[src/rtl/serial_sub_pkg.sv]
// Shared definitions for the bit-serial subtractor: FSM state encodings
// and the default operand width.
package serial_sub_pkg;

    localparam int DEFAULT_W = 8;

    typedef enum logic [1:0] {
        IDLE = 2'd0,
        RUN  = 2'd1,
        DONE = 2'd2
    } state_t;

endpackage

[src/rtl/full_subtractor.sv]
// Single-bit full subtractor cell: computes a - b - bin with borrow-out.
module full_subtractor (
    input  logic a,
    input  logic b,
    input  logic bin,
    output logic diff,
    output logic bout
);

    assign diff = a ^ b ^ bin;
    assign bout = (~a & b) | (~(a ^ b) & bin);

endmodule

[src/rtl/serial_subtractor.sv]
// Bit-serial subtractor: one full_subtractor cell processes the operands
// LSB-first over W cycles, producing a - b - bin with borrow and overflow.
module serial_subtractor
    import serial_sub_pkg::*;
#(
    parameter int W = DEFAULT_W
) (
    input  logic         clk,
    input  logic         rst,
    input  logic         start,
    input  logic [W-1:0] a,
    input  logic [W-1:0] b,
    input  logic         bin,
    output logic         busy,
    output logic         done,
    output logic [W-1:0] diff,
    output logic         bout,
    output logic         ovf
);

    localparam int CW = $clog2(W + 1);
    localparam logic [CW-1:0] LAST = CW'(W - 1);

    state_t        state;
    state_t        next_state;
    logic [W-1:0]  a_sh;
    logic [W-1:0]  b_sh;
    logic [W-1:0]  res;
    logic [CW-1:0] cnt;
    logic          borrow;
    logic          ovf_r;
    logic          cell_diff;
    logic          cell_bout;
    logic          accept;
    logic          last_bit;

    assign accept   = start && ((state == IDLE) || (state == DONE));
    assign last_bit = (state == RUN) && (cnt == LAST);

    full_subtractor u_cell (
        .a    (a_sh[0]),
        .b    (b_sh[0]),
        .bin  (borrow),
        .diff (cell_diff),
        .bout (cell_bout)
    );

    always_ff @(posedge clk) begin
        if (rst) begin
            state <= IDLE;
        end else begin
            state <= next_state;
        end
    end

    always_comb begin
        next_state = state;
        case (state)
            IDLE:    if (start) next_state = RUN;
            RUN:     if (last_bit) next_state = DONE;
            DONE:    next_state = start ? RUN : IDLE;
            default: next_state = IDLE;
        endcase
    end

    // On the final bit the operand registers hold the original sign bits in
    // bit 0, so overflow is derived from the cell inputs and its difference.
    always_ff @(posedge clk) begin
        if (rst) begin
            a_sh   <= '0;
            b_sh   <= '0;
            res    <= '0;
            cnt    <= '0;
            borrow <= 1'b0;
            ovf_r  <= 1'b0;
        end else if (accept) begin
            a_sh   <= a;
            b_sh   <= b;
            borrow <= bin;
            cnt    <= '0;
        end else if (state == RUN) begin
            a_sh   <= a_sh >> 1;
            b_sh   <= b_sh >> 1;
            res    <= {cell_diff, res[W-1:1]};
            borrow <= cell_bout;
            cnt    <= cnt + CW'(1);
            if (last_bit) begin
                ovf_r <= (a_sh[0] != b_sh[0]) && (cell_diff != a_sh[0]);
            end
        end
    end

    assign busy = (state == RUN);
    assign done = (state == DONE);
    assign diff = res;
    assign bout = borrow;
    assign ovf  = ovf_r;

endmodule
[config.mk]
export PLATFORM = sky130hd
export DESIGN_NAME = serial_subtractor
export DESIGN_NICKNAME = d
export VERILOG_FILES = /design/src/rtl/serial_sub_pkg.sv /design/src/rtl/full_subtractor.sv /design/src/rtl/serial_subtractor.sv
export SDC_FILE = /design/constraint.sdc
export NUM_CORES = 1
export LEC_CHECK = 0
export CAP_MARGIN = 0
export CORE_UTILIZATION = 51
export CTS_CLUSTER_SIZE = 25
export DETAILED_ROUTE_END_ITERATION = 10
export PLACE_DENSITY = 0.93
export SKIP_CTS_REPAIR_TIMING = 1
export SLEW_MARGIN = 40
export SYNTH_ARGS = -nofsm -noshare
export SYNTH_HDL_FRONTEND = slang
export SYNTH_SLANG_ARGS = --single-unit
[constraint.sdc]
create_clock -name clk -period 3.1 [get_ports clk]
set_input_delay 0.62 -clock clk [delete_from_list [all_inputs] [get_ports clk]]
set_output_delay 0.62 -clock clk [all_outputs]
set_load 0.01 [all_outputs]
## Word-level counts from Yosys, hierarchy flattened

Index checks and enable logic that the tools add are counted.

- Register bits after elaboration: 32
- Latch bits: 0
- Memory bits (writable): 0
- Bits in read-only memories: 0
- Bits of input ports: 20
- Output and inout bits: 12
- Memories kept: 0

- Add/sub/neg operators: 1
- $mul: 0
- Divide/modulo/power cells: 0
- Order comparisons: 0
- Equal/unequal tests: 7
- Shift-type cells: 0
- Muxes and demuxes: 10
- Bitwise logic cells: 8
- Reductions and logical operators: 10

Operator list:

| operator | number |
|---|---|
| two-way mux 8 bit | 4 |
| one-hot mux 2 bit (3 select lines) | 1 |
| adder 4 x 1 -> 4 bit (second input constant) | 1 |
| == test 4 x 3 -> 1 bit (second input constant) | 1 |
| two-way mux 2 bit | 2 |
| AND reduction 2 bit | 2 |
| logical AND 1 bit | 3 |
| two-way mux 1 bit | 3 |
| NOT 1 bit | 3 |
| AND reduction 3 bit | 1 |
| AND 1 bit | 2 |
| == test 2 x 1 -> 1 bit (second input constant) | 1 |
| == test 2 bit (second input constant) | 1 |
| logical NOT 2 bit | 1 |
| inequality test 1 bit | 2 |
| inequality test 2 x 1 -> 1 bit (second input constant) | 1 |
| inequality test 2 bit (second input constant) | 1 |
| nonzero test 2 bit | 1 |
| OR reduction 2 bit | 1 |
| bitwise XOR 1 bit | 2 |
| logical OR 1 bit | 1 |
| bitwise OR 1 bit | 1 |

## Longest topological paths before layout

Gate-level depths: netlist of run 1.

- Depth in word-level cells: 6
- Depth in mapped cells: 5

## Cells and area by module

Synthesis of run 1 repeated with hierarchy kept, for this count alone.

- Cell total of the unflattened synthesis: 154
- Area, all modules: 1,321.3 µm²

By module, submodules not included:

| module | instances | cells an instance | area an instance (µm²) | sequential area each (µm²) |
|---|---|---|---|---|
| serial_subtractor | 1 | 150 | 1,290.0 | 640.6 |
| full_subtractor | 1 | 4 | 31.3 | 0.0 |

## Worst setup path after synthesis of run 1

OpenSTA, ideal clock, no wires.

- Path kind: reg2reg
- From: register a_sh[0]
- To: register ovf_r (netlist: ovf)
- Library setup time: 70 ps
- Arrival time: 1,516 ps
- Slack: 1,514 ps
- Stages on the path, launching flop included: 6
- Clock period less this slack: 1,586 ps
- Cell sequence: dfxtp_1 > inv_1 > fa_1 > xor2_1 > or4_1 > a21oi_1

- Longest elaborated chain between the ends: 4
- Elaborated cells on any way between the ends: 5
- Classes of those cells: eq/ne: 2; bitwise: 2; reduce/logical: 1

Ends and longest elaborated chain:

| element | RTL line | source |
|---|---|---|
| start: declaration | serial_subtractor.sv:26 | `logic [W-1:0] a_sh;` |
| start signal: assignment | serial_subtractor.sv:82 | `a_sh <= a_sh >> 1;` |
| bitwise XOR 1 bit (2 in series) | full_subtractor.sv:10 | `assign diff = a ^ b ^ bin;` |
| inequality test 1 bit | serial_subtractor.sv:88 | `ovf_r <= (a_sh[0] != b_sh[0]) && (cell_diff != a_sh[0]);` |
| logical AND 1 bit * | serial_subtractor.sv:88 |  |
| end signal: assignment | serial_subtractor.sv:88 |  |
| end: declaration | serial_subtractor.sv:31 | `logic ovf_r;` |

Every way passes the cells marked *; elsewhere a longest branch is shown, timed or not.
A chain may end at the register's enable or synchronous reset.

## Worst setup path in the final report of run 1

- From: register state[1]
- To: output port busy

- Longest elaborated chain between the ends: 1

Ends and longest elaborated chain:

| element | RTL line | source |
|---|---|---|
| start: declaration | serial_subtractor.sv:24 | `state_t state;` |
| start signal: assignment | serial_subtractor.sv:52 | `state <= next_state;` |
| == test 2 x 1 -> 1 bit | serial_subtractor.sv:93 | `assign busy = (state == RUN);` |
| end: declaration | serial_subtractor.sv:14 | `output logic busy,` |

Every way passes these cells.

==> results of run 1 <==
-- state kept, by name (all words and copies together) (netlist names) --
register,count
a_sh,8
b_sh,8
bout,1
cnt,4
diff,8
ovf,1
state,2
-- how the worst max path moves through the flow --
stage | end | slack [ns] | cells after the start
finish | busy | 0.81 | 4
global route | busy | 0.71 | 4
CTS | busy | 0.81 | 4
detailed placement | a_sh[1] | 0.85 | 4
global placement | a_sh[1] | 0.96 | 4
floorplan | ovf | 1.51 | 5
-- power groups by stage --
| stage | clock network [mW] | registers, mW | logic [mW] |
|---|---|---|---|
| 2_1_floorplan | 0 | 0.457 | 0.0762 |
| 3_3_place_gp | 0 | 0.458 | 0.117 |
| 3_5_place_dp | 0 | 0.460 | 0.125 |
| 4_1_cts | 0.247 | 0.451 | 0.126 |
| 5_1_grt | 0.263 | 0.454 | 0.140 |
| 6_report | 0.244 | 0.451 | 0.127 |
-- placed cells by master (no fill, tap or decap) --
master | synthesis | routed
a211oi_1 | 1 | 1
a21oi_1 | 13 | 13
a22oi_1 | 2 | 2
a311oi_1 | 12 | 12
and2b_1 | 1 | 1
buf_4 | 0 | 3
clkbuf_1 | 6 | 2
clkbuf_4 | 0 | 5
clkbuf_8 | 0 | 1
clkdlybuf4s50_1 | 0 | 31
dfxtp_1 | 32 | 32
fa_1 | 1 | 1
ha_1 | 2 | 2
inv_1 | 2 | 2
mux2i_1 | 2 | 2
nand2_1 | 40 | 40
nand2b_1 | 3 | 2
nand2b_2 | 0 | 1
nand3_1 | 3 | 3
nand3b_1 | 2 | 2
nor2_1 | 16 | 16
nor2b_1 | 1 | 1
nor3_1 | 5 | 5
o21ai_0 | 2 | 2
o22ai_1 | 1 | 1
or3_1 | 1 | 1
or4_1 | 1 | 1
xnor2_1 | 1 | 1
xor2_1 | 2 | 2
-- routing by layer --
metal / up-vias / wire length, microns
met5: - / 0
met4: 0 / 66
met3: 8 / 148
met2: 34 / 1494
met1: 555 / 1281
li1: 599 / -
-- logic make-up after synthesis --
family | Yosys count | share of synthesized area [%]
DFF | 32 | 48.44
xor gates and xnor gates | 3 | 1.987
AOI/OAI and AO/OA | 31 | 15.80
and+or+nand+nor | 73 | 23.56
buffers and inverters | 15 | 5.297
muxes | 2 | 1.514
adders and majority gates | 3 | 3.406
-- layout make-up --
| class | count | area [sq um] | share of cell area, % |
|---|---|---|---|
| multi-input combinational | 112 | 614.3 | 36.32 |
| inverter | 2 | 7.507 | 0.4438 |
| tap | 30 | 37.54 | 2.219 |
| clock buffer | 8 | 58.81 | 3.476 |
| timing repair buffer | 34 | 332.8 | 19.67 |
| sequential | 32 | 640.6 | 37.87 |
-- worst max-delay path, delay by kind of cell (launching register included) --
kind / cells / cell delay, ns
flops: 1 / 0.32
buf+inv: 3 / 0.87
simple gates: 1 / 0.14
-- stage by stage --
stage	worst slack, ns	total power, mW
2_1_floorplan	1.514	0.5332
3_3_place_gp	0.9552	0.5745
3_5_place_dp	0.8472	0.5853
4_1_cts	0.8075	0.8241
5_1_grt	0.7065	0.8571
6_report	0.8085	0.8213
==> reports/metrics.csv, run 1 <==
stage,metric,value,unit
status,status,finished clean,
setup_path,slowest_stage,clkdlybuf4s50_1,
global_route,use_met2,40.51,%
synth,syn_area,1323,sq um
clock_network,cts_buffers,5,
power_and_ir_drop,vdd_drop_max,0.0003973,V
finish,syn2layout_area_growth,27.91,%
setup_path,critPathMaxFanout,29,
drt,vias,1196,
drt,wl,2990,microns
setup_path,r2r_cells,5,
timing,skew,0.007840,ns
synth,ys_seq_elements,32,
setup_path,arrival,1.67,ns
power_and_ir_drop,powerDensity,485.5,nW/um^2
die,die_w,52.93,microns
worst_hold_path,hold_end,diff[0],
finish,design_area,1692,sq um
clock_network,clk_path_buf_depth,2,
die,num_rows,18,
setup_path,worst_setup_path_end_kind,output pin,
setup_path,r2r_setup_slack,1.31,ns
drt,drt_iter0_markers,25,
synth,synth_cell_type_count,27,
place,place_area,1630,sq um
clock_network,h-tree-depth,2,
worst_hold_path,min_from,diff[0],
timing,fmax,436.4,MHz
drt,wl_per_cell,13.72,microns
power_and_ir_drop,p_leak,0.6012,nW
timing,setup_viol_count_final,0,
die,coreArea,2455,sq um
finish,diodes,0,
die,dieArea,2801,sq um
global_route,met3_usage,8.046,%
synth,syn-num-nets,182,
power_and_ir_drop,seqPwrFrac,54.9,%
synth,ys_seq_area_share,48.44,%
synth,synthTopCellsByCount,"nand2_1 (40), dfxtp_1 (32), nor2_1 (16), a21oi_1 (13), a311oi_1 (12)",
timing,hold_viol_final,0,
global_route,grt_max_degree,30,
finish,finish.utilization,68.91,%
setup_path,required,2.48,ns
timing,finalCritPeriodShare,73.92,%
timing,relSlewSlack,61.31,%
timing,finalMaxSlewViolations,0,
place,hpwl,2080,microns
setup_path,worstSetupPathType,reg -> out,
power_and_ir_drop,p_int,606.2,uW
power_and_ir_drop,comb_power_share,15.4,%
worst_hold_path,hp-class,reg -> reg,
place,gp_congestion,0.7486,
finish,stdcell_count,218,
drt,ant_nets,0,
place,io_buffer_count,31,
timing,finalSetupTns,0,ns
clock_network,clk_root_buffer_cell,clkbuf_4,
synth,yosysTopAreaCell,dfxtp_1,
setup_path,cpPeakStageDelay,0.54,ns
synth,yosysWarnings,0,
synth,synth_edf_count,0,
drt,via_per_inst,5.486,
synth,yosys-top-cells-area,"dfxtp_1 (48%), nand2_1 (11%), a311oi_1 (7.9%)",
drt,post-route-drc-count,0,
synth,ys.flop_type,dfxtp_1,
global_route,grt.overflow.total,0,
power_and_ir_drop,p_sw,215.1,uW
setup_path,r2r_end,ovf,
drt,first_pass_iters,4,
setup_path,start_kind,flop,
timing,post-route-min-period,2.291,ns
setup_path,crit_start,state[1],
global_route,grtUsageMet1,26.93,%
power_and_ir_drop,switching_share,26.19,%
global_route,grt_pass1_wl,4685,microns
timing,worst_slew_pin_slew,0.5792,ns
setup_path,cp_cell_sequence,nand2b_1 > buf_4 > inv_1 > clkdlybuf4s50_1,
finish,n_fill_cell,194,
synth,synth_most_common_cell,nand2_1,
die,num_io_pins,32,
global_route,busiest_layer,met2,
worst_hold_path,whs_path_depth,2,
job,maxCapViolations,0,
clock_network,clk_pin_slew_worst_paths,0.10,ns
global_route,grt_pass1_vias,1118,
timing,rsz0062_at_grt,no,
synth,synthCells,159,
synth,syn_avg_cell_area,8.318,sq um
power_and_ir_drop,p_clk_share,29.7,%
global_route,grt.total_usage,23.89,%
synth,async_flop_share,0,%
die,die_y,52.93,microns
place,dp.cells,210,
finish,fin_nets,210,
clock_network,cts_sinks,32,
clock_network,clk_latency,0.33,ns
setup_path,r2r-start,a_sh[0],
global_route,antenna_found_initial,0,
die,start_util,53.87,%
timing,hold_ws,0.4646,ns
synth,synth_top_area_share,48.44,%
finish,drive_above_1_share,5.319,%
clock_network,cts_tree,done,
Note: power is estimated with default switching activity, not from simulation.
==> inputs of run 2 (changes only) <==
--- a/config.mk
+++ b/config.mk
@@ -6,10 +6,10 @@
 export NUM_CORES = 1
 export LEC_CHECK = 0
 export CAP_MARGIN = 0
-export CORE_UTILIZATION = 51
+export CORE_UTILIZATION = 43
 export CTS_CLUSTER_SIZE = 25
 export DETAILED_ROUTE_END_ITERATION = 10
-export PLACE_DENSITY = 0.93
+export PLACE_DENSITY = 0.85
 export SKIP_CTS_REPAIR_TIMING = 1
 export SLEW_MARGIN = 40
 export SYNTH_ARGS = -nofsm -noshare
==> constraint.sdc (replaced) <==
create_clock -name clk -period 2.1 [get_ports clk]
set_input_delay 0.42 -clock clk [delete_from_list [all_inputs] [get_ports clk]]
set_output_delay 0.42 -clock clk [all_outputs]
set_load 0.01 [all_outputs]
==> run 2 against run 1 <==
Effect of this change:
- the flow now finishes with violations (DRC)
- count of clock-buffer cells in the layout stayed put
- non-clock buffer count is 2 higher
- register-to-register slack worse by 0.97 ns
- utilization is 8.6 points lower
- worst setup slack worse by 0.55 ns
- global-route usage is 4.8 points lower
- sequential power is 47% higher
- power is 48% higher
- die area is 18% higher
- final cell count is 1.4% higher
==> reports/metrics.csv, run 2 (synthesis gave the netlist of run 1 again) <==
stage,metric,value,unit,change
global_route,use_met2,28.57,%,was 40.51%
timing,skew,0.01002,ns,was 0.007840 ns
power_and_ir_drop,p_int,897.5,uW,was 606.2 uW
drt,post-route-drc-count,2,,was 0
die,start_util,46.75,%,was 53.87%
die,num_io_pins,32,,unchanged
power_and_ir_drop,seqPwrFrac,54.8,%,was 54.9%
clock_network,clk_latency,0.33,ns,about the same
global_route,antenna_found_initial,0,,unchanged
setup_path,worstSetupPathType,reg -> out,,unchanged
worst_hold_path,whs_path_depth,2,,unchanged
setup_path,cp_cell_sequence,nand2b_1 > inv_1 > clkdlybuf4s50_1,,was nand2b_1 > buf_4 > inv_1 > clkdlybuf4s50_1
drt,vias,1204,,was 1196
setup_path,cpPeakStageDelay,0.54,ns,about the same
timing,rsz0062_at_grt,no,,unchanged
timing,finalCritPeriodShare,87.68,%,
global_route,busiest_layer,met2,,unchanged
global_route,grt_pass1_vias,1130,,was 1118
clock_network,clk_path_buf_depth,2,,unchanged
die,dieArea,3302,sq um,was 2801 sq um
finish,diodes,0,,unchanged
clock_network,cts_tree,done,,unchanged
finish,syn2layout_area_growth,28.95,%,was 27.91%
drt,first_pass_iters,8,,was 4
global_route,grtUsageMet1,23.97,%,was 26.93%
finish,layout_common_cells,"nand2_1 (40), dfxtp_1 (32), clkdlybuf4s50_1 (31), nor2_1 (16), a21oi_1 (13)",,unchanged
setup_path,slowest_stage,clkdlybuf4s50_1,,unchanged
timing,setup_viol_count_final,0,,unchanged
worst_hold_path,hp-class,reg -> reg,,unchanged
timing,relSlewSlack,66.40,%,was 61.31%
global_route,grt.total_usage,19.05,%,was 23.89%
setup_path,worst_setup_path_end_kind,output pin,,unchanged
power_and_ir_drop,comb_power_share,15.2,%,was 15.4%
timing,hold_viol_final,0,,unchanged
power_and_ir_drop,switching_share,26.05,%,was 26.19%
place,io_buffer_count,31,,unchanged
clock_network,cts_sinks,32,,unchanged
setup_path,start_kind,flop,,unchanged
power_and_ir_drop,p_clk_share,30.0,%,was 29.7%
finish,drive_above_1_share,5.789,%,was 5.319%
finish,design_area,1705,sq um,was 1692 sq um
die,die_y,57.46,microns,was 52.93 microns
setup_path,r2r_cells,5,,unchanged
die,coreArea,2829,sq um,was 2455 sq um
setup_path,cp_top_family,buffers and inverters,,unchanged
drt,wl_per_cell,12.77,microns,was 13.72 microns
clock_network,h-tree-depth,2,,unchanged
setup_path,arrival,1.42,ns,was 1.67 ns
place,gp_congestion,0.7201,,was 0.7486
power_and_ir_drop,powerDensity,711.7,nW/um^2,was 485.5 nW/um^2
setup_path,crit_buf_inv,2,,was 3
power_and_ir_drop,vdd_drop_max,0.0004636,V,was 0.0003973 V
die,num_rows,19,,was 18
drt,via_per_inst,5.448,,was 5.486
global_route,met3_usage,5.215,%,was 8.046%
timing,fmax,543.1,MHz,
timing,post-route-min-period,1.841,ns,
power_and_ir_drop,p_leak,0.6104,nW,was 0.6012 nW
finish,final_common_cell,nand2_1,,unchanged
place,hpwl,1975,microns,was 2080 microns
place,place_area,1647,sq um,was 1630 sq um
status,status,finished with violations,,was finished clean
finish,n_fill_cell,262,,was 194
drt,drt_iter0_markers,53,,was 25
job,maxCapViolations,0,,unchanged
status,violations,DRC,,
timing,finalMaxSlewViolations,0,,unchanged
timing,finalSetupTns,0,ns,unchanged
power_and_ir_drop,power,1.214,mW,was 821.3 uW
timing,worst_slew_pin_slew,0.5029,ns,was 0.5792 ns
clock_network,clk_root_buffer_cell,clkbuf_4,,unchanged
clock_network,cts_buffers,5,,unchanged
global_route,grt_max_degree,30,,unchanged
setup_path,cp_num_cells,3,,was 4
clock_network,clk_pin_slew_worst_paths,0.10,ns,about the same
global_route,grt_pass1_wl,4767,microns,was 4685 microns
drt,ant_nets,0,,unchanged
global_route,grt.overflow.total,0,,unchanged
setup_path,critPathMaxFanout,5,,was 29
finish,fin_nets,212,,was 210
drt,wl,2822,microns,was 2990 microns
power_and_ir_drop,p_sw,316.2,uW,was 215.1 uW
die,die_w,57.46,microns,was 52.93 microns
setup_path,required,1.68,ns,was 2.48 ns
## run 2: changes by cell type in the layout (fill, tap and decap cells not counted)
| cell | before | now |
|---|---|---|
| nand2b_2 | 1 | 0 |
| buf_4 | 3 | 5 |
| nand2b_1 | 2 | 3 |
## run 2: power by group through the flow
| stage | Combinational, mW | Sequential (mW) | Clock [mW] |
|---|---|---|---|
| after floorplan | 0.113 | 0.675 | 0 |
| after global routing | 0.205 | 0.669 | 0.407 |
| after global placement | 0.178 | 0.676 | 0 |
| after detailed placement | 0.185 | 0.678 | 0 |
| final | 0.185 | 0.665 | 0.365 |
| after CTS | 0.186 | 0.665 | 0.375 |
## run 2: through the flow
step / hold slack, ns / worst slack [ns] / instances / util (%)
after floorplan: 0.4530 / 0.5136 / 159 / -
after global routing: 0.4898 / 0.1657 / 221 / 60.28
after CTS: 0.4750 / 0.2389 / 221 / 60.28
after detailed placement: 0.4583 / 0.3252 / 213 / 58.20
after global placement: 0.4431 / 0.3824 / 213 / 58.20
final: 0.4721 / 0.2588 / 221 / 60.28
## run 2: worst reg2reg max path, delay by kind of cell (launching register included)
kind                       cells  cell delay [ns]
AOI/OAI and AO/OA              1             0.17
and+or+nand+nor                1             0.41
buffers and inverters          1             0.10
xor gates and xnor gates       1             0.16
adders and majority gates      1             0.48
DFF                            1             0.38
## run 2: layer usage
metal	wire length, microns	vias up
met5	0	-
met4	42	0
met3	210	5
met2	1295	40
met1	1272	559
li1	-	600
## run 2: area by class of cell
cell class / instances / area, sq um / area share (%)
tap: 31 / 38.79 / 2.274
multi-input combinational: 112 / 611.8 / 35.88
timing repair buffer: 36 / 347.8 / 20.40
sequential: 32 / 640.6 / 37.56
inverter: 2 / 7.507 / 0.4402
clock buffer: 8 / 58.81 / 3.448
## run 2: path summary, 6_finish.rpt
kind	slack, ns	from	end
hold reg to reg	0.47	diff[2]	diff[1]
setup / recovery	0.26	state[0]	busy
hold / removal	0.47	diff[2]	diff[1]
setup reg to reg	0.34	a_sh[0]	ovf
==> inputs of run 3 (changes only) <==
--- a/config.mk
+++ b/config.mk
@@ -9,6 +9,7 @@
 export CORE_UTILIZATION = 43
 export CTS_CLUSTER_SIZE = 25
 export DETAILED_ROUTE_END_ITERATION = 10
+export GPL_ROUTABILITY_DRIVEN = 1
 export PLACE_DENSITY = 0.85
 export SKIP_CTS_REPAIR_TIMING = 1
 export SLEW_MARGIN = 40
==> results of run 3 <==
Same layout as run 2: the final DEF is identical, and so are final timing and power.
